==> src/rtl/xor_result_buffer.sv <==
//-----------------------------------------------------------------------------
// xor_result_buffer
//
// Sits after the 4-bit registered XOR datapath. It captures each result word
// that the producer marks valid, keeps the words in a small first-word
// fall-through FIFO, and hands them to a consumer over a valid/ready
// handshake. It also keeps push/pop statistics and a sticky overflow flag, so
// throughput and loss can be read at any time without watching every cycle.
//
// Ports
//   clk         in   single clock, rising edge
//   reset       in   asynchronous, active-high; clears all state at once
//   in_valid    in   producer offers in_data this cycle
//   in_data     in   result word (DATA_W)
//   in_ready    out  buffer can accept a word (not full)
//   out_valid   out  out_data holds the oldest stored word (not empty)
//   out_data    out  oldest stored word, 0 when empty (DATA_W)
//   out_ready   in   consumer takes out_data this cycle
//   level       out  number of stored words, 0..DEPTH
//   overflow    out  sticky: a word was offered while the buffer was full
//   push_count  out  accepted words, saturating (CNT_W)
//   pop_count   out  delivered words, saturating (CNT_W)
//
// Parameters
//   DATA_W  word width
//   DEPTH   number of entries; must be a power of two and at least 2 so the
//           pointers wrap naturally at their own width
//   CNT_W   width of the statistics counters
//-----------------------------------------------------------------------------
`timescale 1ns/1ps

module xor_result_buffer #(
    parameter int DATA_W = 4,
    parameter int DEPTH  = 8,
    parameter int CNT_W  = 16
) (
    input  logic                     clk,
    input  logic                     reset,
    input  logic                     in_valid,
    input  logic [DATA_W-1:0]        in_data,
    output logic                     in_ready,
    output logic                     out_valid,
    output logic [DATA_W-1:0]        out_data,
    input  logic                     out_ready,
    output logic [$clog2(DEPTH):0]   level,
    output logic                     overflow,
    output logic [CNT_W-1:0]         push_count,
    output logic [CNT_W-1:0]         pop_count
);

    localparam int PTR_W = $clog2(DEPTH);
    localparam int LVL_W = PTR_W + 1;

    localparam logic [LVL_W-1:0] LVL_FULL  = LVL_W'(DEPTH);
    localparam logic [LVL_W-1:0] LVL_EMPTY = '0;
    localparam logic [CNT_W-1:0] CNT_MAX   = '1;

    //-------------------------------------------------------------------------
    // State
    //-------------------------------------------------------------------------
    logic [DATA_W-1:0] mem_q [DEPTH];

    logic [PTR_W-1:0]  wr_ptr_q,     wr_ptr_d;
    logic [PTR_W-1:0]  rd_ptr_q,     rd_ptr_d;
    logic [LVL_W-1:0]  level_q,      level_d;
    logic              overflow_q,   overflow_d;
    logic [CNT_W-1:0]  push_count_q, push_count_d;
    logic [CNT_W-1:0]  pop_count_q,  pop_count_d;

    //-------------------------------------------------------------------------
    // Handshake qualifiers
    //-------------------------------------------------------------------------
    logic full;
    logic empty;
    logic push;
    logic pop;

    assign full  = (level_q == LVL_FULL);
    assign empty = (level_q == LVL_EMPTY);

    // in_ready is deliberately independent of out_ready: a word offered to a
    // full buffer is refused even if the consumer frees a slot on the same
    // edge. This keeps in_ready a pure register decode with no
    // consumer-to-producer combinational path.
    assign push = in_valid && !full;
    assign pop  = out_ready && !empty;

    //-------------------------------------------------------------------------
    // Next-state logic
    //-------------------------------------------------------------------------
    always_comb begin
        wr_ptr_d     = wr_ptr_q;
        rd_ptr_d     = rd_ptr_q;
        level_d      = level_q;
        overflow_d   = overflow_q;
        push_count_d = push_count_q;
        pop_count_d  = pop_count_q;

        // Pointers are exactly PTR_W bits wide, so +1 wraps modulo DEPTH.
        if (push) begin
            wr_ptr_d = wr_ptr_q + 1'b1;
        end
        if (pop) begin
            rd_ptr_d = rd_ptr_q + 1'b1;
        end

        // Simultaneous push and pop leaves the level unchanged.
        unique case ({push, pop})
            2'b10:   level_d = level_q + 1'b1;
            2'b01:   level_d = level_q - 1'b1;
            default: level_d = level_q;
        endcase

        // Sticky until reset; the refused word is simply not written.
        if (in_valid && full) begin
            overflow_d = 1'b1;
        end

        // Statistics counters hold at all-ones instead of wrapping, so a
        // saturated value is recognisable as "at least this many".
        if (push && (push_count_q != CNT_MAX)) begin
            push_count_d = push_count_q + 1'b1;
        end
        if (pop && (pop_count_q != CNT_MAX)) begin
            pop_count_d = pop_count_q + 1'b1;
        end
    end

    //-------------------------------------------------------------------------
    // Control registers (asynchronous reset)
    //-------------------------------------------------------------------------
    always_ff @(posedge clk or posedge reset) begin
        if (reset) begin
            wr_ptr_q     <= '0;
            rd_ptr_q     <= '0;
            level_q      <= '0;
            overflow_q   <= 1'b0;
            push_count_q <= '0;
            pop_count_q  <= '0;
        end else begin
            wr_ptr_q     <= wr_ptr_d;
            rd_ptr_q     <= rd_ptr_d;
            level_q      <= level_d;
            overflow_q   <= overflow_d;
            push_count_q <= push_count_d;
            pop_count_q  <= pop_count_d;
        end
    end

    //-------------------------------------------------------------------------
    // Storage
    //
    // The array has no reset: clearing level and the pointers discards its
    // contents, and out_data is gated to 0 whenever the buffer is empty, so
    // stale words can never be observed. Leaving it unreset lets it map onto
    // distributed RAM. The read is asynchronous so the head word falls
    // through one cycle after it is accepted.
    //-------------------------------------------------------------------------
    always_ff @(posedge clk) begin
        if (push) begin
            mem_q[wr_ptr_q] <= in_data;
        end
    end

    //-------------------------------------------------------------------------
    // Outputs
    //-------------------------------------------------------------------------
    assign in_ready   = !full;
    assign out_valid  = !empty;
    assign out_data   = empty ? '0 : mem_q[rd_ptr_q];
    assign level      = level_q;
    assign overflow   = overflow_q;
    assign push_count = push_count_q;
    assign pop_count  = pop_count_q;

endmodule

==> config.mk <==
export PLATFORM = sky130hd
export DESIGN_NAME = xor_result_buffer
export DESIGN_NICKNAME = d
export VERILOG_FILES = /design/src/rtl/xor_result_buffer.sv
export SDC_FILE = /design/constraint.sdc
export NUM_CORES = 1
export LEC_CHECK = 0
export CAP_MARGIN = 20
export CORE_MARGIN = 4
export CORE_UTILIZATION = 54
export DETAILED_ROUTE_END_ITERATION = 7
export PLACE_DENSITY_LB_ADDON = 0.12
export RECOVER_POWER = 100
export SLEW_MARGIN = 30
export SYNTH_ARGS = -nofsm -noshare
export SYNTH_HDL_FRONTEND = slang
export SYNTH_SLANG_ARGS = --single-unit
==> constraint.sdc <==
create_clock -name clk -period 3.4 [get_ports clk]
set_input_delay 0.34 -clock clk [delete_from_list [all_inputs] [get_ports clk]]
set_output_delay 0.34 -clock clk [all_outputs]
set_load 0.02 [all_outputs]
=== Yosys cells after proc, flatten, opt, wreduce, memory -nomap -nowiden ===
Memory sizes are Yosys's and may differ from the RTL's.
Index checks and enable logic that the tools add are counted.
Widths: inputs -> output; s select.

* Bits in read-only memories: 0
* Bits of input ports: 8
* Bits in registers: 43
* Latch bits: 0
* Output and inout bits: 43
* Memories kept: 1
* Bits in writable memories: 32

{| class="wikitable"
|+ Memories
! name !! words !! bits a word !! rd ports !! clocked after Yosys merged registers in !! write ports !! RTL line !! RTL
|-
| mem_q || 8 || 4 || 1 || 0 || 1 || 61 || <nowiki>logic [DATA_W-1:0] mem_q [DEPTH];</nowiki>
|}

* Multiplexer cells: 4
* Div/mod/pow operators: 0
* Reduce and logical (&&, ||, !) cells: 9
* Bitwise logic cells: 0
* Equality and inequality tests: 5
* $mul: 0
* Add/subtract/negate cells: 6
* Order comparisons: 0
* Shift-type cells: 0

{| class="wikitable"
|+ Operators by type and width
! cell !! count
|-
| $add 16x1->16 const B || 2
|-
| $ne 16x16->1 const B || 2
|-
| $pmux 4 s2 || 1
|-
| $add 3x1->3 const B || 2
|-
| $logic_and 1x1->1 || 5
|-
| $add 4x1->4 const B || 1
|-
| $eq 4x4->1 const B || 1
|-
| $logic_not 4->1 || 1
|-
| $mux 4 || 1
|-
| $sub 4x1->4 const B || 1
|-
| $eq 2x1->1 const B || 1
|-
| $eq 2x2->1 const B || 1
|-
| $logic_not 1->1 || 2
|-
| $mux 1 || 2
|-
| $reduce_bool 2->1 || 1
|}

=== Logic depth before layout (Yosys ltp) ===
Gate-level depths: netlist (run 1).

* Depth in word-level cells: 5
* Depth in mapped cells: 12
* Mapped depth without buffers: 9

=== Least setup slack after synthesis (run 1) ===
Ideal clock, no wire load.

* Path kind: register to register
* From: reg level_q[1], in the netlist level[1]
* To: reg level_q[2], in the netlist level[2]
* Slack: 0.841 ns
* Buffers on the path: 3
* Data arrival time: 2.433 ns
* Cell stages (with the launch flop): 13
* Period minus slack after synthesis: 2.559 ns
* Cells stage by stage: dfrtp_1 -> buf_6 -> or4b_1 -> buf_6 -> nand2_8 -> buf_6 -> ha_1 -> xor2_1 -> ha_1 -> a21oi_1 -> xor2_1 -> nor2_1 -> xor2_1

* Longest elaborated chain between the ends: 5
* Elaborated cells between the ends (all ways): 12
* Classes of those cells: add/sub: 2; eq/ne: 3; mux: 1; reduce/logical: 6

{| class="wikitable"
|+ RTL lines
! item !! RTL line !! RTL
|-
| start: declaration || 65 || <nowiki>logic [LVL_W-1:0] level_q, level_d;</nowiki>
|-
| start signal: assignment || 143 || <nowiki>level_q <= level_d;</nowiki>
|-
| $eq 4x4->1 (*) || 78 || <nowiki>assign full = (level_q == LVL_FULL);</nowiki>
|-
| $logic_not 1->1 (*) || - ||
|-
| net in_ready || 41 || <nowiki>output logic in_ready,</nowiki>
|-
| $logic_and 1x1->1 (*) || 85 || <nowiki>assign push = in_valid && !full;</nowiki>
|-
| $eq 2x1->1 / $eq 2x2->1 (equally long branches) || 108 || <nowiki>unique case ({push, pop})</nowiki>
|-
| $pmux 4 s2 / $reduce_bool 2->1 (equally long branches) || - ||
|}

Mark *: on every way through the listed nets, which the timed path passes. The rest lies on a longest branch.
A chain may end at the register's enable or synchronous reset.

=== Worst setup path in the final report (run 1) ===
* From: reg rd_ptr_q[0]
* To: out out_data[0]

* Longest elaborated chain between the ends: 2

{| class="wikitable"
|+ RTL lines
! item !! RTL line !! RTL
|-
| start: declaration || 64 || <nowiki>logic [PTR_W-1:0] rd_ptr_q, rd_ptr_d;</nowiki>
|-
| start signal: assignment || 142 || <nowiki>rd_ptr_q <= rd_ptr_d;</nowiki>
|-
| $mem_v2 8x4 || - ||
|-
| $mux 4 || 170 || <nowiki>assign out_data = empty ? '0 : mem_q[rd_ptr_q];</nowiki>
|-
| end: declaration || 43 || <nowiki>output logic [DATA_W-1:0] out_data,</nowiki>
|}

Every way passes these cells.

==> flow_summary.ini, run 1 <==
[status]
status = complete, but fails checks
violations = max-capacitance violations, max-slew violations

[synth]
netlist_area_sq_um = 3460
syn_inst = 257
yosysTopAreaCell = dfrtp_1
syn_nets = 272
syn_avg_cell_area_sq_um = 13.5
ys.flop_type = dfrtp_1
ys_seq_elements = 75
synthTopCellsByArea = dfrtp_1 (31%), edfxtp_1 (28%), xor2_1 (7.3%)
synthArstFlopShare = 0.573
synth_top_area_frac = 0.311
yosysUniqueCellTypes = 41
synth_edf_count = 32
yosys_warnings = 0
yosysSeqAreaShare = 0.588

[clocking]
cts_tree = done
clk_pin_slew_worst_paths_ns = 0.08
cts_hold_buf = 0
cts-htree-levels = 3
numCtsBuffers = 9
cts.sinks = 75
cts-root-buf = clkbuf_8
clk_latency_ns = 0.35
cts_resized = 0
cts_setup_buffers = 0
clk_path_buf_depth = 2

[place]
port_buffers = 50
place.gp.congestion = 0.842
postPlaceCellArea_sq_um = 4010
dp_hpwl_um = 4650

[critical_path]
reg2reg_to = level[2]
reg2reg_from = level[1]
cp.arrival_ns = 2.59
worst_path_max_delay_cell = dfrtp_1
reg2reg_depth = 9
path_buf_inv = 1
cp_top_family = multiplexers
critical_path_class = reg -> out
rrSetupSlack_ns = 0.70
max_stage_delay_ns = 0.74
crit_path_cell_trace = mux4_2 > mux2i_1 > nor2_1 > dlygate4sd3_1
crit_fanout = 10
required_ns = 3.06
endpoint_kind = primary output
crit_path_start_kind = register

[floorplanning]
core_area_sq_um = 6060
rows = 28
initial_core_util = 0.571
die_w_um = 88.1
chipHeight_um = 88.1
die_area_sq_um = 7760
num_io_pins = 51

[cells_and_area]
n_antenna_cell = 0
fill_cells = 431
design_area_sq_um = 4200
area_delta_synth_final_pct = 21.4
drive_gt1_frac = 0.0981
nets = 326

[grt]
first_global_vias = 2221
antenna_found_initial = 0
gr-usage-met2 = 0.294
grt_busiest_layer = met2
gr-usage-all-layers = 0.190
grt_overflow = 0
grt_pass1_wl_um = 11000
met1_usage = 0.260
use_met3 = 0.0527
grt_max_degree = 25

[detailed_routing]
drc_errors = 0
vias_per_cell = 5.64
drt_pass1_iterations = 4
wl_per_cell_um = 17.1
routed_wl_um = 6670
postRouteAntennaNets = 0
drtIter0Drc = 129
num_vias = 2205

[flow_run]
cap_viol_max_count = 1

[pwr]
vdd_drop_max_mv = 0.560
p_per_area_nw_per_um2 = 774
leakage_nw = 1.78

[sta]
rsz0062_at_grt = no
setup_tns_ns = 0
finalSetupViolations = 0
timing.final.crit_share = 0.862
worst_pin_slew_ns = 1.64
finalHoldViolations = 0
max_freq_ghz = 0.341
timing.hold.ws_ns = 0.486
maxSlewViolCount = 12
period_minus_slack_ns = 2.93
slew_headroom = -0.106
clock_skew_ns = 0.00913

[hold_path]
holdCritPathClass = in -> async
==> where the power goes <==
group | leakage, nW | internal, mW | switching (mW)
clock | 0.112 | 0.418 | 0.341
sequential | 0.842 | 1.15 | 0.280
combinational | 0.824 | 0.526 | 0.539
total | 1.78 | 2.09 | 1.16
==> cells in the mapped netlist (4+ instances only) <==
cell      instances
nor3_1           13
nor4_1           11
mux2i_1           4
edfxtp_1         32
nor3b_1           5
ha_1              7
nor2_1           11
nand3_1           6
buf_6             4
nand2_1          19
and3_1            6
mux4_2            8
nand4_1          13
dfrtp_1          43
xor2_1           29
xnor2_1           9
==> worst max-delay path by stage <==
stage,start,to,slack [ns],cells after the start
6_report,rd_ptr_q[0],out_data[0],0.47,4
5_1_grt,rd_ptr_q[0],out_data[2],0.29,4
4_1_cts,rd_ptr_q[0],out_data[0],0.53,4
3_5_place_dp,level[0],level[2],0.76,9
3_3_place_gp,level[0],level[2],0.84,9
2_1_floorplan,level[1],level[2],0.84,12
==> cells by family after synthesis <==
kind of cell	after synthesis	synth area share
adder cells (fa/ha/maj)	7	0.0253
flip-flops	75	0.588
multiplexers	17	0.0820
AO/OA/AOI/OAI	6	0.0159
AND/OR/NAND/NOR	100	0.167
XOR/XNOR	38	0.0961
buffers and inverters	14	0.0253
==> per-layer routing <==
metal | vias to the layer above | part of all wire
met5 | - | 0
met3 | 9 | 0.035
met2 | 39 | 0.49
met1 | 1097 | 0.47
met4 | 0 | 0.011
li1 | 1060 | -
==> metrics by stage <==
| stage | power [mW] | utilization | std cells | setup slack [ns] |
|---|---|---|---|---|
| finish | 3.25 | 0.693 | 391 | 0.468 |
| global route | 3.46 | 0.693 | 391 | 0.293 |
| CTS | 3.36 | 0.698 | 391 | 0.526 |
| detailed placement | 2.59 | 0.661 | 375 | 0.757 |
| global placement | 2.57 | 0.661 | 375 | 0.841 |
| floorplan | 2.15 | - | 257 | 0.841 |
==> registers in the layout (all words and copies together), names as in the netlist <==
signal,flops
overflow,1
push_count,16
pop_count,16
rd_ptr_q,3
wr_ptr_q,3
mem_q,32
level,4
==> layout make-up <==
cell class              count  area, sq um  area share
flip-flops and latches     75         2040       0.485
clock inverters             7         98.8      0.0235
inverters                   4         15.0     0.00357
multi-input cells         168         1320       0.315
clock buffers               9          124      0.0295
repair buffers             53          512       0.122
well taps                  75         93.8      0.0223
==> placed cells by master, fill, tap and decap left out, types with 6 or more instances in the layout <==
cell type      instances
xnor2_1                9
nor2_1                11
nand4_1               13
ha_1                   7
nor3_1                14
dlygate4sd3_1         48
xor2_1                29
mux4_2                 8
edfxtp_1              32
and3_1                 6
clkbuf_8               9
nor4_1                12
dfrtp_1               43
nand2_1               19
nand3_1                6
Note: power is estimated with default switching activity, not from simulation.
==> inputs of run 2 (changes only) <==
--- a/config.mk
+++ b/config.mk
@@ -7,7 +7,7 @@
 export LEC_CHECK = 0
 export CAP_MARGIN = 20
 export CORE_MARGIN = 4
-export CORE_UTILIZATION = 54
+export CORE_UTILIZATION = 58
 export DETAILED_ROUTE_END_ITERATION = 7
 export PLACE_DENSITY_LB_ADDON = 0.12
 export RECOVER_POWER = 100
==> constraint.sdc (replaced) <==
create_clock -name clk -period 3.7 [get_ports clk]
set_input_delay 0.37 -clock clk [delete_from_list [all_inputs] [get_ports clk]]
set_output_delay 0.37 -clock clk [all_outputs]
set_load 0.02 [all_outputs]
==> flow_summary.ini, run 2 (synthesis results as in run 1) <==
[grt]
grt_max_degree = 44
first_global_vias = 2206
grt_overflow = 0
gr-usage-all-layers = 0.192
antenna_found_initial = 0
grt_pass1_wl_um = 10900

[cells_and_area]
regMostFlops = mem_q
final_cells = 387
drive_gt1_frac = 0.0952
largest_reg_flops = 32
layout_common_cells = dlygate4sd3_1 (48), dfrtp_1 (43), edfxtp_1 (32)
n_antenna_cell = 0
fill_cells = 361
nets = 325
final_common_cell = dlygate4sd3_1
area_delta_synth_final_pct = 20.2

[sta]
finalHoldViolations = 0
clock_skew_ns = 0.00497
finalSetupViolations = 0
maxSlewViolCount = 44
setup_tns_ns = 0
rsz0062_at_grt = no
timing.final.crit_share = 0.826
worst_pin_slew_ns = 2.23
max_freq_ghz = 0.327
slew_headroom = -0.490
period_minus_slack_ns = 3.06

[critical_path]
reg2reg_depth = 9
crit_fanout = 23
endpoint_kind = register
critical_path_class = reg -> reg
required_ns = 3.93
cp.arrival_ns = 3.29
crit_path_start_kind = register

[floorplanning]
chipHeight_um = 85.3
rows = 27
die_w_um = 85.3
initial_core_util = 0.614
core_area_sq_um = 5640
num_io_pins = 51
die_area_sq_um = 7270

[status]
violations = max-capacitance violations, max-slew violations
status = complete, but fails checks

[clocking]
clk_path_buf_depth = 2
clk_latency_ns = 0.35
numCtsBuffers = 9
cts_resized = 0
cts.sinks = 75
cts_hold_buf = 0
cts-root-buf = clkbuf_8
clk_pin_slew_worst_paths_ns = 0.08
cts_setup_buffers = 0
cts_tree = done
cts-htree-levels = 3

[place]
port_buffers = 50
placed_cells = 371
dp_hpwl_um = 4540
place.gp.congestion = 0.837

[detailed_routing]
drt_pass1_iterations = 4
wl_met2_um = 3240
top_layer = met4
postRouteAntennaNets = 0
drtIter0Drc = 127
routed_wl_um = 6460
vias_per_cell = 5.79
wl_met1_um = 2890
wl_per_cell_um = 16.7
num_vias = 2242
drc_errors = 0
met3_length_um = 275

[pwr]
p_per_area_nw_per_um2 = 701
vdd_drop_max_mv = 0.539
leakage_nw = 1.77

[hold_path]
hold_path_depth = 1
holdCritPathClass = reg -> reg

[flow_run]
cap_viol_max_count = 1
-- run 2: cell types whose count changed in the layout (fill, tap and decap cells not counted), sizes merged --
| cell | change |
|---|---|
| bufinv | -1 |
| clkinv | -1 |
| clkinvlp | +2 |
| clkbuf | -1 |
-- run 2: cell type report --
class | count | area (sq um) | area share
repair buffers | 52 | 508 | 0.122
multi-input cells | 168 | 1310 | 0.315
flip-flops and latches | 75 | 2040 | 0.489
clock inverters | 7 | 76.3 | 0.0183
clock buffers | 9 | 124 | 0.0298
inverters | 4 | 15.0 | 0.00361
well taps | 72 | 90.1 | 0.0216
-- run 2: power by group --
group          internal [mW]  leakage, nW  switching, mW
combinational          0.479        0.836          0.497
sequential              1.06        0.842          0.256
clock                  0.316       0.0962          0.314
total                   1.85         1.77           1.07
-- run 2: stage by stage --
step	hold slack (ns)	cell area (sq um)	setup slack, ns	utilization	power [mW]
floorplan	0.469	3460	1.14	-	1.97
global placement	0.484	4000	1.13	0.708	2.34
detailed placement	0.490	4000	1.07	0.708	2.39
CTS	0.476	4200	0.817	0.744	3.02
global route	0.537	4160	0.399	0.738	3.10
finish	0.498	4160	0.642	0.738	2.92
-- run 2: final timing paths --
kind	from	slack [ns]	to
hold reg to reg	push_count[15]	0.50	push_count[15]
max in group asynchronous	reset	1.14	rd_ptr_q[0]
hold / removal	push_count[15]	0.50	push_count[15]
setup reg to reg	level[0]	0.64	level[2]
min in group asynchronous	reset	1.29	push_count[0]
setup / recovery	level[0]	0.64	level[2]
-- run 2: metal layers --
metal  GRT usage  up-vias
li1            -     1057
met1       0.259     1126
met2       0.308       54
met3      0.0495        5
met4      0.0576        0
met5           0        -
-- run 2: critical path, cell delays in order, from the launching register on --
cell and delay (ns):
dfrtp_1 0.48, or4b_1 0.66, nand2_1 0.64, ha_1 0.38
xor2_1 0.09, ha_1 0.18, a21oi_1 0.14, xor2_1 0.16
nor2_1 0.06, xor2_1 0.14
==> inputs of run 3 (changes only) <==
--- a/config.mk
+++ b/config.mk
@@ -7,7 +7,7 @@
 export LEC_CHECK = 0
 export CAP_MARGIN = 20
 export CORE_MARGIN = 4
-export CORE_UTILIZATION = 58
+export CORE_UTILIZATION = 54
 export DETAILED_ROUTE_END_ITERATION = 7
 export PLACE_DENSITY_LB_ADDON = 0.12
 export RECOVER_POWER = 100
==> constraint.sdc (replaced) <==
create_clock -name clk -period 3 [get_ports clk]
set_input_delay 0.3 -clock clk [delete_from_list [all_inputs] [get_ports clk]]
set_output_delay 0.3 -clock clk [all_outputs]
set_load 0.02 [all_outputs]
==> flow_summary.ini, run 3 (synthesis results as in run 1) <==
[critical_path]
endpoint_kind = primary output
critical_path_class = reg -> out
max_stage_delay_ns = 0.69
cp.arrival_ns = 2.48
worst_path_max_delay_cell = dfrtp_1
crit_start = rd_ptr_q[0]
crit_path_start_kind = register
crit_fanout = 9
crit_path_cell_trace = mux4_2 > mux2i_1 > nor2_1 > dlygate4sd3_1
required_ns = 2.70
reg2reg_from = level[1]

[cells_and_area]
regArea_sq_um = 2040
fill_cells = 458
design_area_sq_um = 4230
regMostFlops = mem_q
nets = 330
area_delta_synth_final_pct = 22.2
n_antenna_cell = 0
largest_reg_flops = 32
layout_common_cells = dlygate4sd3_1 (47), dfrtp_1 (43), edfxtp_1 (32)
multi_input_area_sq_um = 1320
drive_gt1_frac = 0.113
final_common_cell = dlygate4sd3_1

[sta]
slew_headroom = 0.204
worst_slack_ns = 0.223
finalSetupViolations = 0
max_freq_ghz = 0.360
timing.final.crit_share = 0.926
worst_pin_slew_ns = 1.19
setup_tns_ns = 0
maxSlewViolCount = 0
clock_skew_ns = 0.0116
period_minus_slack_ns = 2.78
finalHoldViolations = 0
timing.hold.ws_ns = 0.491
rsz0062_at_grt = no

[clocking]
cts_setup_buffers = 0
cts-root-buf = clkbuf_8
cts-htree-levels = 3
clk_pin_slew_worst_paths_ns = 0.08
clk_latency_ns = 0.35
cts.sinks = 75
cts_hold_buf = 0
cts_resized = 0
numCtsBuffers = 9
clk_path_buf_depth = 2
cts_tree = done

[floorplanning]
core_area_sq_um = 6060
rows = 28
initial_core_util = 0.571
die_area_sq_um = 7760
die_w_um = 88.1
chipHeight_um = 88.1
num_io_pins = 51

[pwr]
finalPower_mw = 3.73
p_per_area_nw_per_um2 = 883
vdd_drop_max_mv = 0.574
leakage_nw = 1.79

[detailed_routing]
postRouteAntennaNets = 0
wl_per_cell_um = 17.5
drc_errors = 0
num_vias = 2284
vias_per_cell = 5.78
routed_wl_um = 6890
drtIter0Drc = 149
drt_pass1_iterations = 4

[grt]
gr-usage-all-layers = 0.202
grt_pass1_wl_um = 11600
grt_max_degree = 29
antenna_found_initial = 0
first_global_vias = 2314
grt_overflow = 0

[status]
status = completed

[flow_run]
cap_viol_max_count = 0

[hold_path]
min_from = pop_count[15]
holdCritPathClass = reg -> reg

[place]
place.gp.congestion = 0.840
postPlaceCellArea_sq_um = 4040
pre_cts_ws_ns = 0.343
port_buffers = 50
dp_hpwl_um = 4730
## run 3: cell count changes in the layout (fill, tap and decap cells not counted), moves of 2 or more
cell,delta
clkinvlp_4,-2
clkinv_4,+2
clkbuf_1,+2
buf_4,+3
## run 3: critical path: cells and delay by family (launching register included)
kind / cells / cell delay, ns
DFF: 1 / 0.69
buffers and inverters: 1 / 0.64
muxes: 2 / 0.74
and+or+nand+nor: 1 / 0.05
## run 3: final cells by class
| class | count | area share |
|---|---|---|
| clock buffer | 9 | 0.0293 |
| clock inverter | 7 | 0.0237 |
| inverter | 4 | 0.00385 |
| multi-input combinational | 168 | 0.312 |
| sequential | 75 | 0.482 |
| tap | 75 | 0.0222 |
| timing repair buffer | 57 | 0.127 |
## run 3: power breakdown
part	total (mW)	switching, mW	internal, mW
clock network	0.873	0.399	0.474
registers	1.62	0.314	1.30
logic	1.24	0.626	0.618
total	3.73	1.34	2.39
## run 3: worst paths after layout
kind                       depth (start not counted)             end  slack [ns]
hold reg to reg                                    1   pop_count[15]        0.49
hold / removal                                     1   pop_count[15]        0.49
max in group asynchronous                          3    pop_count[6]        1.07
setup reg to reg                                   9        level[2]        0.24
min in group asynchronous                          2  push_count[12]        0.64
setup / recovery                                   4     out_data[2]        0.22
## run 3: stage by stage
step | util | instances
3_5_place_dp | 0.666 | 379
4_1_cts | 0.703 | 395
3_3_place_gp | 0.666 | 379
6_report | 0.698 | 395
2_1_floorplan | - | 257
5_1_grt | 0.698 | 395
## run 3: layer usage
layer  part of all wire  global-route usage  vias to the layer above
met3              0.045              0.0423                       14
met5                  0                   0                        -
met2               0.48               0.312                       61
met1               0.45               0.277                     1139
met4              0.022              0.0948                        0
li1                   -                   -                     1070
